===== src/rtl/spi_receive_con.sv =====
// spi_receive_con: resynchronises a nibble-wide SPI-like pixel stream into bytes with row/column tracking and frame checks
module spi_receive_con #(
  parameter int DATA_WIDTH = 8,
  parameter int LINES      = DATA_WIDTH / 2,
  parameter int H_PIXELS   = 320,
  parameter int V_PIXELS   = 180
) (
  input  logic                  clk_in,
  input  logic                  rst_n_in,
  input  logic [LINES-1:0]      chip_data_in,
  input  logic                  chip_clk_in,
  input  logic                  chip_sel_in,
  input  logic                  final_pixel_in,
  output logic [DATA_WIDTH-1:0] pixel_out,
  output logic                  pixel_valid_out,
  output logic [9:0]            hcount_out,
  output logic [8:0]            vcount_out,
  output logic                  frame_done_out,
  output logic                  frame_error_out,
  output logic                  busy_out
);
  typedef enum logic [1:0] {IDLE, WAIT_HI, WAIT_LO} state_t;
  state_t state, state_nx;
  logic [1:0] clk_sy, sel_sy, fin_sy;
  logic [LINES-1:0] dat_sy1, dat_sy2, hi_nib;
  logic clk_hist, sel_hist;
  logic rise, sel_fall, sel_rise;
  logic cap_hi, emit, abort;
  logic fin_hold, stb_q, err_q, fin_q;
  logic [DATA_WIDTH-1:0] byte_q;
  logic [9:0] hcnt, h_nx;
  logic [8:0] vcnt, v_nx;
  logic h_end, v_end;
  always_ff @(posedge clk_in)
    if (!rst_n_in) begin
      clk_sy   <= '0;
      sel_sy   <= '1;
      fin_sy   <= '0;
      dat_sy1  <= '0;
      dat_sy2  <= '0;
      clk_hist <= 1'b0;
      sel_hist <= 1'b1;
    end else begin
      clk_sy   <= {clk_sy[0], chip_clk_in};
      sel_sy   <= {sel_sy[0], chip_sel_in};
      fin_sy   <= {fin_sy[0], final_pixel_in};
      dat_sy1  <= chip_data_in;
      dat_sy2  <= dat_sy1;
      clk_hist <= clk_sy[1];
      sel_hist <= sel_sy[1];
    end
  assign rise     = clk_sy[1] & ~clk_hist & ~sel_sy[1];
  assign sel_fall = sel_hist & ~sel_sy[1];
  assign sel_rise = ~sel_hist & sel_sy[1];
  assign busy_out = ~sel_sy[1];
  always_comb begin
    state_nx = state;
    cap_hi   = 1'b0;
    emit     = 1'b0;
    abort    = 1'b0;
    if (sel_fall) begin
      state_nx = WAIT_HI;
      abort    = state == WAIT_LO;
    end else if (state == WAIT_HI) begin
      state_nx = sel_rise ? IDLE : rise ? WAIT_LO : WAIT_HI;
      cap_hi   = rise;
    end else if (state == WAIT_LO) begin
      state_nx = (sel_rise | rise) ? IDLE : WAIT_LO;
      abort    = sel_rise;
      emit     = rise;
    end
  end
  always_ff @(posedge clk_in)
    if (!rst_n_in) begin
      state    <= IDLE;
      hi_nib   <= '0;
      fin_hold <= 1'b0;
      stb_q    <= 1'b0;
      err_q    <= 1'b0;
      fin_q    <= 1'b0;
      byte_q   <= '0;
    end else begin
      state <= state_nx;
      stb_q <= emit;
      err_q <= abort;
      if (cap_hi) begin
        hi_nib   <= dat_sy2;
        fin_hold <= fin_sy[1];
      end
      if (emit) begin
        byte_q <= {hi_nib, dat_sy2};
        fin_q  <= fin_hold;
      end
    end
  assign h_end = hcnt == 10'(H_PIXELS - 1);
  assign v_end = vcnt == 9'(V_PIXELS - 1);
  assign h_nx  = (fin_q | h_end) ? '0 : hcnt + 10'd1;
  assign v_nx  = fin_q ? '0 : h_end ? (v_end ? '0 : vcnt + 9'd1) : vcnt;
  always_ff @(posedge clk_in)
    if (!rst_n_in) begin
      pixel_out       <= '0;
      pixel_valid_out <= 1'b0;
      hcount_out      <= '0;
      vcount_out      <= '0;
      frame_done_out  <= 1'b0;
      frame_error_out <= 1'b0;
      hcnt            <= '0;
      vcnt            <= '0;
    end else begin
      pixel_valid_out <= stb_q;
      frame_done_out  <= stb_q & fin_q;
      frame_error_out <= err_q | (stb_q & (fin_q ^ (h_end & v_end)));
      if (stb_q) begin
        pixel_out  <= byte_q;
        hcount_out <= hcnt;
        vcount_out <= vcnt;
        hcnt       <= h_nx;
        vcnt       <= v_nx;
      end
    end
endmodule


===== config.mk =====
export PLATFORM = sky130hd
export DESIGN_NAME = spi_receive_con
export DESIGN_NICKNAME = d
export VERILOG_FILES = /design/src/rtl/spi_receive_con.sv
export SDC_FILE = /design/constraint.sdc
export NUM_CORES = 1
export LEC_CHECK = 0
export BUFFER_PORTS_ARGS = -buffer_cell sky130_fd_sc_hd__buf_2
export CAP_MARGIN = 20
export CORE_ASPECT_RATIO = 2
export CORE_UTILIZATION = 60
export CTS_BUF_LIST = sky130_fd_sc_hd__clkbuf_8
export CTS_CLUSTER_SIZE = 8
export DETAILED_ROUTE_END_ITERATION = 10
export GPL_ROUTABILITY_DRIVEN = 1
export PLACE_DENSITY = 0.92
export SETUP_SLACK_MARGIN = 0.2
export SYNTH_ARGS = -nofsm -noshare
export SYNTH_HDL_FRONTEND = slang
export SYNTH_SLANG_ARGS = --single-unit

===== constraint.sdc =====
create_clock -name clk_in -period 4.8 [get_ports clk_in]
set_input_delay 0.96 -clock clk_in [delete_from_list [all_inputs] [get_ports clk_in]]
set_output_delay 0.96 -clock clk_in [all_outputs]
set_load 0.02 [all_outputs]

==> impl_results.md, run 1 <==
- Status: finished clean
- Critical path endpoint category: flop
- Area grow syn2layout: 12.0%
- Yosys top cell area share: 51.4%
- Clk root buf: clkbuf_8
- Initial antenna violation count: 0
- Grt total ovfl: 0
- FF-to-FF Start: stb_q
- Nets: 370
- Post-Place Cell Area: ~3400 um^2
- RSZ-0062 raised after global routing: no
- Clock sink count: 83
- Inserted Clock Buffers: 9
- Fin Clk Skew: about 11 ps
- Final Hold Vio Count: 0
- Synth Register Bits: 83
- GRT Util Overall: between 20 and 25%
- Hold buffers post-CTS: 0
- Synth top cells by count: dfxtp_1, nor2_1, mux2i_1, nand2_1
- Post-route ant nets: 0
- CTS H-Tree Depth: 3
- Delay of the slowest critical-path stage: 810 ps
- Slew Limit Fails: 0
- Via density: 5.63
- Largest net degree at the start of global routing: 35
- Die X: between 50 and 60 um
- Worst reg-to-reg setup slack: 2440 ps
- Static Leak: between 1.5 and 2 nW
- Worst Hold End: sel_sy[1]
- Min-delay src: sel_sy[0]
- Post-layout minimum cycle time: ~2400 ps
- Largest cells by area after synthesis: dfxtp_1, mux2i_1, nor2_1
- Startpoint Class: flop
- Post-Route WL: roughly 6 mm
- Syn nets: 337
- Seq/Total Area, Yosys: around half
- N_diodes: 0
- Ys async rst share: 0%
- CP required: between 5000 and 6000 ps
- Worst path arrival time: ~2600 ps
- Achievable Freq: 424 MHz
- First-pass GRT wire length: about 9.9 mm
- Post_cts resized: 0
- Period utilisation layout: 49.2%
- Cell chain of the critical path: and2_1 > a32oi_1 > nand2_2 > nor2_1
- Vias in the first global route: 2289
- Detailed Place HPWL: 4.05 mm
- Post-DR wirelength/cell: 14.4 um
- Layout cells sized above 1: 18.2%
- Synth area leader: dfxtp_1
- Reg clk slew, reported paths: ~90 ps
- RD Place Congestion: just under 0.9
- Core Box Area: slightly above 5000 um^2
- Die Y-Extent: between 100 and 150 um
- Vias: between 2k and 2.5k
- Syn Inst Count: 324
- Die area: approximately 5700 um^2
- Setup ws final: roughly 2400 ps
- Worst r2r path cells: 4
- Post-synth EDFFs: 0
- VDD IR-drop max: about 500 uV
- Critical path fanouts, max: 34
- IO buf count: 39
- Number of synthesis warnings: 0
- Sum Neg Setup Slack: 0 ps
- First-iteration detailed-routing DRC count: 50
- Cell at the slowest stage of the critical path: a32oi_1
- Finished Cell Area: roughly 3600 um^2
- Rows: 37
- Final Power: 1.34 mW
- Worst Hold Class: reg -> reg
- Final setup viols: 0
- Crit path kind: reg -> reg
- DRT Pass-1 Iters: 4
- Worst-skew pair later-pin latency: 350 ps
- Hold path cells: 1
- Cell variety after synth: 46
- Cell with the most instances after synthesis: dfxtp_1
- Worst-margin pin slew: 963 ps
- R2R Path End: hcnt[8]
- DRC errors left: 0
- Mapped Area: roughly 3200 um^2
- Rel. slew slack: about 36%
- Clock buffer depth: 2
- Ys flop type: dfxtp_1
- Post-CTS setup buffer count: 0
- Worst slack, placed: roughly 2300 ps
- PD cells: between 300 and 400 nW/um^2
- Initial Utilization: 62.4%
- CTS tree: done
- I/O pin count: 40
- Max_cap viols: 0
- Synthesized area per cell: about 10 um^2
cell type report:
| type | count | area [um^2] |
|---|---|---|
| multi-input cells | 218 | 1430 |
| clock buffers | 10 | 138 |
| inverters | 5 | 18.8 |
| repair buffers | 40 | 203 |
| well taps | 58 | 72.6 |
| flip-flops and latches | 83 | 1660 |
| clock inverters | 6 | 96.3 |
| fillers | 388 | 1560 |
kinds of logic (layout without fill, tap and decap cells):
kind of cell / after synthesis / after routing / synth area share [%]
xor+xnor: 9 / 9 / 2.44
simple gates: 133 / 133 / 21.3
mux: 40 / 40 / 12.4
flops: 83 / 83 / 51.4
compound gates: 32 / 32 / 6.65
fa+ha+maj: 4 / 4 / 1.55
buf+inv: 23 / 61 / 4.33
worst max-delay path: cells and delay by family (launching register included):
| family | cells | cell delay (ps) |
|---|---|---|
| AOI/OAI and AO/OA | 1 | 810 |
| DFF | 1 | 620 |
| and+or+nand+nor | 3 | 840 |
state kept, by name, indices dropped and copies added, names as in the netlist, 2 cells and up:
register,cells
sel_sy,2
byte_q,8
dat_sy1,4
hcnt,10
vcount_out,9
fin_sy,2
hi_nib,4
dat_sy2,4
state,2
pixel_out,8
hcount_out,10
clk_sy,2
vcnt,9
routing by layer:
layer  up-vias  GRT usage (%)  wire length (um)  share of wire (%)
met5         -              0                 0                  0
met4         0           13.9               183                3.0
met3        19           6.93               231                3.8
met2        69           38.8              3140                 52
met1      1112           26.9              2470                 41
li1       1166              -                 -                  -
worst max path at each step:
stage	slack, ps	end	startpoint
after floorplan	3060	frame_error_out	rst_n_in
after global placement	2400	frame_error_out	rst_n_in
after detailed placement	2320	state[1]	rst_n_in
after CTS	2490	hcnt[8]	stb_q
after global routing	2260	hcnt[2]	stb_q
final	2440	hcnt[8]	stb_q
cell usage in the layout, fill, tap and decap left out, drive strengths merged, types with 2 or more instances in the layout:
| master | Yosys | routed |
|---|---|---|
| nand4b | 2 | 2 |
| inv | 5 | 7 |
| xnor2 | 4 | 4 |
| clkbuf | 8 | 10 |
| nor3 | 3 | 3 |
| dfxtp | 83 | 83 |
| a32oi | 2 | 2 |
| buf | 10 | 40 |
| mux2i | 40 | 40 |
| bufinv | 0 | 2 |
| nand2b | 2 | 2 |
| nand3b | 2 | 2 |
| and2 | 15 | 15 |
| and4 | 2 | 2 |
| nor2b | 4 | 4 |
| nand3 | 6 | 6 |
| ha | 4 | 4 |
| or3 | 3 | 3 |
| a211oi | 2 | 2 |
| nor2 | 58 | 58 |
| a21oi | 15 | 15 |
| o21ai | 3 | 3 |
| xor2 | 5 | 5 |
| or2b | 2 | 2 |
| o32ai | 2 | 2 |
| nor4b | 2 | 2 |
| nand2 | 24 | 24 |
| and3 | 2 | 2 |
| nand4 | 3 | 3 |
| and4b | 2 | 2 |
through the flow:
step | hold slack (ps) | util (%) | instances
2_1_floorplan | 386 | - | 324
3_3_place_gp | 393 | 65.4 | 404
3_5_place_dp | 397 | 65.4 | 404
4_1_cts | 420 | 69.9 | 420
5_1_grt | 425 | 69.9 | 420
6_report | 416 | 69.9 | 420
report_power, final:
part	switching, mW	total [mW]	internal [mW]
clock	0.253	0.566	0.313
combinational	0.0382	0.0647	0.0264
sequential	0.00778	0.710	0.702
Power figures use the tool's default switching activity.
==> run 2, diff against run 1 <==
Settings changed: CORE_UTILIZATION 60 to 59, PLACE_DENSITY 0.92 to 0.91.
Clock period 4.8 ns to 2.27 ns, I/O delays scaled along.
==> run 2 against run 1 <==
Effect of this change:
- first-iteration DRC count up 42%
- via count up 0.97%
- clock power rose by 93%
- highest routed layer unchanged
- combinational power grew 120%
- critical endpoint is now vcnt[7]
- non-clock buffer count rose by 6
- hold slack got worse by 140 ps
==> impl_results.md, run 2 (same netlist as run 1, synthesis figures left out) <==
- CP required: 2540 ps (-2540 ps)
- Buf/Inv on CP: 0 (unchanged)
- Stages on worst setup path: 5 (+1)
- Filler cells: 403 (+3.9%)
- Max_cap viols: 0 (unchanged)
- Post-DR wirelength/cell: 13.9 um (-3.0%)
- Cell at the slowest stage of the critical path: dfxtp_1
- Post-Route WL: 5.93 mm (-1.6%)
- Layout cells sized above 1: 19.6% (+1.3 points)
- Critical path fanouts, max: 6 (-82%)
- Rows: 37 (unchanged)
- Worst r2r path cells: 5 (+1)
- Area grow syn2layout: 12.7%
- Vias: 2389 (+0.97%)
- Minimum hold slack: 280 ps (-136 ps)
- RD Place Congestion: 0.874 (+0.10%)
- Clock buffer depth: 2 (unchanged)
- Hold path cells: 2 (+1)
- IO buf count: 39 (unchanged)
- Vias in the first global route: 2321 (+1.4%)
- Worst-margin pin slew: 427 ps (-536 ps)
- Final Hold Vio Count: 0 (unchanged)
- PD cells: 749 nW/um^2 (+100%)
- Largest delay contributor family on the critical path: simple AND/OR/NAND/NOR gates
- Via density: 5.61 (-0.45%)
- Post-route ant nets: 0 (unchanged)
- Reg clk slew, reported paths: 80 ps (about the same)
- RSZ-0062 raised after global routing: no
- Most frequent cells in the layout: dfxtp_1, nor2_1, mux2i_1
- Grt total ovfl: 0 (unchanged)
- N_diodes: 0 (unchanged)
- Sum Neg Setup Slack: 0 ps (unchanged)
- DRC errors left: 0 (unchanged)
- Fin Clk Skew: 8.69 ps (-1.82 ps)
- Die area: 5800 um^2 (+1.7%)
- Largest net degree at the start of global routing: 27 (-23%)
- Most common cell after layout, fill and taps aside: dfxtp_1
- Final setup viols: 0 (unchanged)
- Worst path arrival time: 2000 ps (-640 ps)
- Die Y-Extent: 107 um (+0.83%)
- Post-CTS setup buffer count: 0 (unchanged)
- DRT Pass-1 Iters: 4 (unchanged)
- First-iteration detailed-routing DRC count: 71 (+42%)
- Register area: 1660 um^2 (unchanged)
- Startpoint Class: flop
- Static Leak: 1.54 nW (+1.3%)
- Period utilisation layout: 76.2% (+27 points)
- Clk root buf: clkbuf_8
- Rel. slew slack: 71.5% (+36 points)
- Status: finished clean
- CTS tree: done
- Worst-skew pair later-pin latency: 360 ps (about the same)
- VDD IR-drop max: 638 uV (+25%)
- Hold buffers post-CTS: 0 (unchanged)
- Delay of the slowest critical-path stage: 390 ps (-420 ps)
- Initial antenna violation count: 0 (unchanged)
- GRT Util Overall: 23.4% (-0.76 points)
- Post-layout minimum cycle time: 1730 ps (-628 ps)
- Fin util: 70.3% (+0.43 points)
- Achievable Freq: 578 MHz (+36%)
- Clock sink count: 83 (unchanged)
- I/O pin count: 40 (unchanged)
- Post_cts resized: 0 (unchanged)
- Inserted Clock Buffers: 9 (unchanged)
- Largest regs: hcnt x10, hcount_out x10
- Nets: 376 (+1.6%)
- Worst Hold Class: in -> reg
- Core Box Area: 5180 um^2 (unchanged)
- CTS H-Tree Depth: 3 (unchanged)
- Footprint of the multi-input gates: 1430 um^2 (unchanged)
- Final Power: 2.73 mW (+100%)
- Crit path kind: reg -> reg
- Slew Limit Fails: 0 (unchanged)
- Die X: 54.4 um (+0.82%)
- Detailed Place HPWL: 4.15 mm (+2.3%)
- First-pass GRT wire length: 9.98 mm (+0.35%)
- Initial Utilization: 62.4% (unchanged)
- Critical path endpoint category: flop
- Cell chain of the critical path: ha_1 > and4_1 > and3_1 > nand2_4 > o32ai_1
-- run 2: cell types whose count changed in the layout (fill, tap and decap cells not counted) --
cell / change
clkbuf_8: +1
inv_8: -1
buf_4: +6
clkinv_2: +1
bufinv_16: -1
-- run 2: path summary, 6_finish.rpt --
| kind | end | from | slack (ps) |
|---|---|---|---|
| worst max register to register | vcnt[7] | hcnt[0] | 540 |
| worst min register to register | sel_sy[1] | sel_sy[0] | 410 |
| worst min-delay path | sel_sy[0] | chip_sel_in | 280 |
| worst max-delay path | vcnt[7] | hcnt[0] | 540 |
-- run 2: layout make-up --
| class | count | area share (%) |
|---|---|---|
| clock buffer | 11 | 4.15 |
| multi-input combinational | 218 | 39.3 |
| tap | 58 | 1.99 |
| timing repair buffer | 46 | 6.79 |
| sequential | 83 | 45.6 |
| clock inverter | 5 | 1.65 |
| inverter | 5 | 0.515 |
-- run 2: where the power goes --
group	switching (mW)	total, mW	leakage (nW)	internal, mW
logic	0.0815	0.140	0.762	0.0588
registers	0.0166	1.50	0.673	1.48
clock network	0.517	1.09	0.106	0.572
-- run 2: through the flow --
stage	setup slack (ps)	instances	instance area, um^2
CTS	547	426	3650
finish	539	426	3650
detailed placement	549	410	3430
floorplan	685	324	3230
global route	437	426	3650
global placement	657	410	3430
-- run 2: worst reg2reg max path: cells and delay by family (launching register included) --
kind | cells | cell delay, ps
flip-flops | 1 | 390
adder cells (fa/ha/maj) | 1 | 210
AO/OA/AOI/OAI | 1 | 270
AND/OR/NAND/NOR | 3 | 780
-- run 2: per-layer routing --
layer  wire length (um)  vias to the layer above  GRT usage, %
li1                   -                     1181             -
met1               2480                     1116          27.0
met2               3030                       72          37.7
met3                235                       20          4.82
met4                178                        0          13.7
met5                  0                        -             0
==> run 3, diff against run 2 <==
Settings changed: CORE_UTILIZATION 59 to 54, PLACE_DENSITY 0.91 to 0.88.
Clock period 2.27 ns to 1.49 ns, I/O delays scaled along.
==> run 3 against run 2 <==
Effect of this change:
- the flow now finishes with violations (design-rule violations)
- fmax is 20% higher
- non-clock buffer count is 26 higher
- sequential share of layout area is 3.8 points lower
- first-iteration DRC count is 45% higher
- via count is 4.9% higher
- sequential power is 53% higher
- worst setup slack worse by 500 ps
- global-route usage is 0.44 points lower
- combinational power is 85% higher
- clock skew is 3.3 ps lower
- critical endpoint is now vcnt[2]
- largest cell class unchanged
==> impl_results.md, run 3 (same netlist as run 1, synthesis figures left out) <==
- Status: finished, violations left
- Failing checks: design-rule violations
- Inserted Clock Buffers: 9 (unchanged)
- RSZ-0062 raised after global routing: yes
- Slew Limit Fails: 0 (unchanged)
- Post-layout minimum cycle time: 1450 ps (-283 ps)
- Sw Share: 22.7% (+0.15 points)
- Clock power share: 38.0% (-1.9 points)
- DRT Pass-1 Iters: 7 (+3)
- Die Y-Extent: 111 um (+4.4%)
- Critical path endpoint category: flop
- Achievable Freq: 691 MHz (+20%)
- Final setup viols: 0 (unchanged)
- DRC errors left: 10 (+10)
- Vias: 2505 (+4.9%)
- Detailed Place HPWL: 4.52 mm (+9.0%)
- Max_cap viols: 0 (unchanged)
- Static Leak: 1.69 nW (+9.6%)
- VDD IR-drop max: 608 uV (-4.6%)
- N_diodes: 0 (unchanged)
- Via density: 5.51 (-1.8%)
- Most common cell after layout, fill and taps aside: dfxtp_1
- First-pass GRT wire length: 11.0 mm (+11%)
- Grt total ovfl: 0 (unchanged)
- Worst Hold Class: in -> reg
- Layout cells sized above 1: 33.2% (+14 points)
- Startpoint Class: flop
- Nets: 402 (+6.9%)
- Final Hold Vio Count: 0 (unchanged)
- Die area: 6320 um^2 (+9.0%)
- Clock buffer depth: 2 (unchanged)
- RD Place Congestion: 0.824 (-5.7%)
- Fin Clk Skew: 5.43 ps (-3.26 ps)
- Seq pwr share: 55.7% (+0.7 points)
- Period utilisation layout: 97.2% (+21 points)
- Vias in the first global route: 2421 (+4.3%)
- Clock sink count: 83 (unchanged)
- Worst-margin pin slew: 474 ps (+46.4 ps)
- Comb pwr share: 6.3% (+1.2 points)
- CTS tree: done
- Post-DR wirelength/cell: 15.2 um (+9.5%)
- CP required: 1750 ps (-790 ps)
- Worst-skew pair later-pin latency: 360 ps (about the same)
- Critical path fanouts, max: 5 (-1)
- Area grow syn2layout: 24.0%
- Post-route ant nets: 0 (unchanged)
- Initial antenna violation count: 0 (unchanged)
- Switching power: 0.936 mW (+52%)
- Die X: 56.7 um (+4.4%)
- Most frequent cells in the layout: dfxtp_1, nor2_1, mux2i_1, buf_2, buf_4
- Clk root buf: clkbuf_8
- Largest regs: hcnt x10, hcount_out x10
- Worst path arrival time: 1710 ps (-290 ps)
- Post-Route WL: 6.94 mm (+17%)
- Hold buffers post-CTS: 0 (unchanged)
- Crit path kind: reg -> reg
- IO buf count: 39 (unchanged)
- PD cells: 1030 nW/um^2 (+37%)
- CTS H-Tree Depth: 3 (unchanged)
- Rel. slew slack: 68.4% (-3.1 points)
- Final Power: 4.13 mW (+51%)
- Minimum hold slack: 116 ps (-163 ps)
- Initial Utilization: 56.2% (-6.2 points)
- Core Box Area: 5760 um^2 (+11%)
- Largest net degree at the start of global routing: 26 (-3.7%)
- GRT Util Overall: 22.9% (-0.44 points)
- First-iteration detailed-routing DRC count: 103 (+45%)
- Filler cells: 427 (+6.0%)
- Rows: 39 (+5.4%)
- Pint: 3.19 mW (+51%)
- Reg clk slew, reported paths: 80 ps (about the same)
- I/O pin count: 40 (unchanged)
## run 3: changes by cell type in the layout (fill, tap and decap cells not counted), moves of 3 or more
cell	previous run	this run
ha_4	0	3
dfxtp_2	1	12
buf_4	7	30
dfxtp_1	82	71
ha_1	4	0
buf_6	0	3
## run 3: stage by stage
step                      instances  util [%]  TNS, ps  worst slack (ps)  area, um^2
final                           455      69.6        0              42.1        4010
after floorplan                 324         -    -22.1             -20.8        3290
after global routing            455      69.6     -184             -53.1        4010
after detailed placement        433      63.2    -84.9             -21.2        3640
after CTS                       454      68.6        0              59.3        3950
after global placement          433      63.2        0              28.8        3640
## run 3: worst max-delay path, stage by stage (launching register included)
cell,delay [ps]
dfxtp_2,360
ha_4,150
and4b_2,270
a21oi_4,70
buf_6,140
and4b_1,200
o21a_1,160
## run 3: per-layer routing
metal  up-vias  wire length [um]  GRT usage (%)  part of all wire, %
li1       1231                 -              -                    -
met1      1210              2770           24.2                   40
met2        45              3720           39.9                   54
met3        19               222           5.23                  3.2
met4         0               229           14.3                  3.3
met5         -                 0              0                    0
## run 3: power by group through the flow
| stage | Sequential (mW) | Combinational, mW | Clock, mW |
|---|---|---|---|
| after floorplan | 2.33 | 0.176 | 0 |
| after global placement | 2.34 | 0.202 | 0 |
| final | 2.30 | 0.259 | 1.57 |
| after detailed placement | 2.34 | 0.214 | 0 |
| after CTS | 2.29 | 0.230 | 1.59 |
| after global routing | 2.30 | 0.288 | 1.68 |
## run 3: cell type report
class                           count  area, um^2  area share (%)
Clock inverter                      6        56.3            1.40
Inverter                            5        18.8           0.468
Clock buffer                       10         138            3.43
Tap cell                           61        76.3            1.90
Timing Repair Buffer               72         469            11.7
Sequential cell                    83        1680            41.8
Multi-Input combinational cell    218        1580            39.3
## run 3: timing repair
action | in CTS | in global routing
pin swaps | 10 | 5
setup buffers | 5 | 1
gates resized for setup | 20 | 16
endpoints found under the setup margin | 34 | 31
## run 3: path summary, 6_finish.rpt
path	slack, ps	endpoint	cells past startpoint	from
setup / recovery	40	vcnt[2]	6	vcnt[1]
hold / removal	120	sel_sy[0]	2	chip_sel_in
setup reg to reg	40	vcnt[2]	6	vcnt[1]
hold reg to reg	420	sel_sy[1]	1	sel_sy[0]
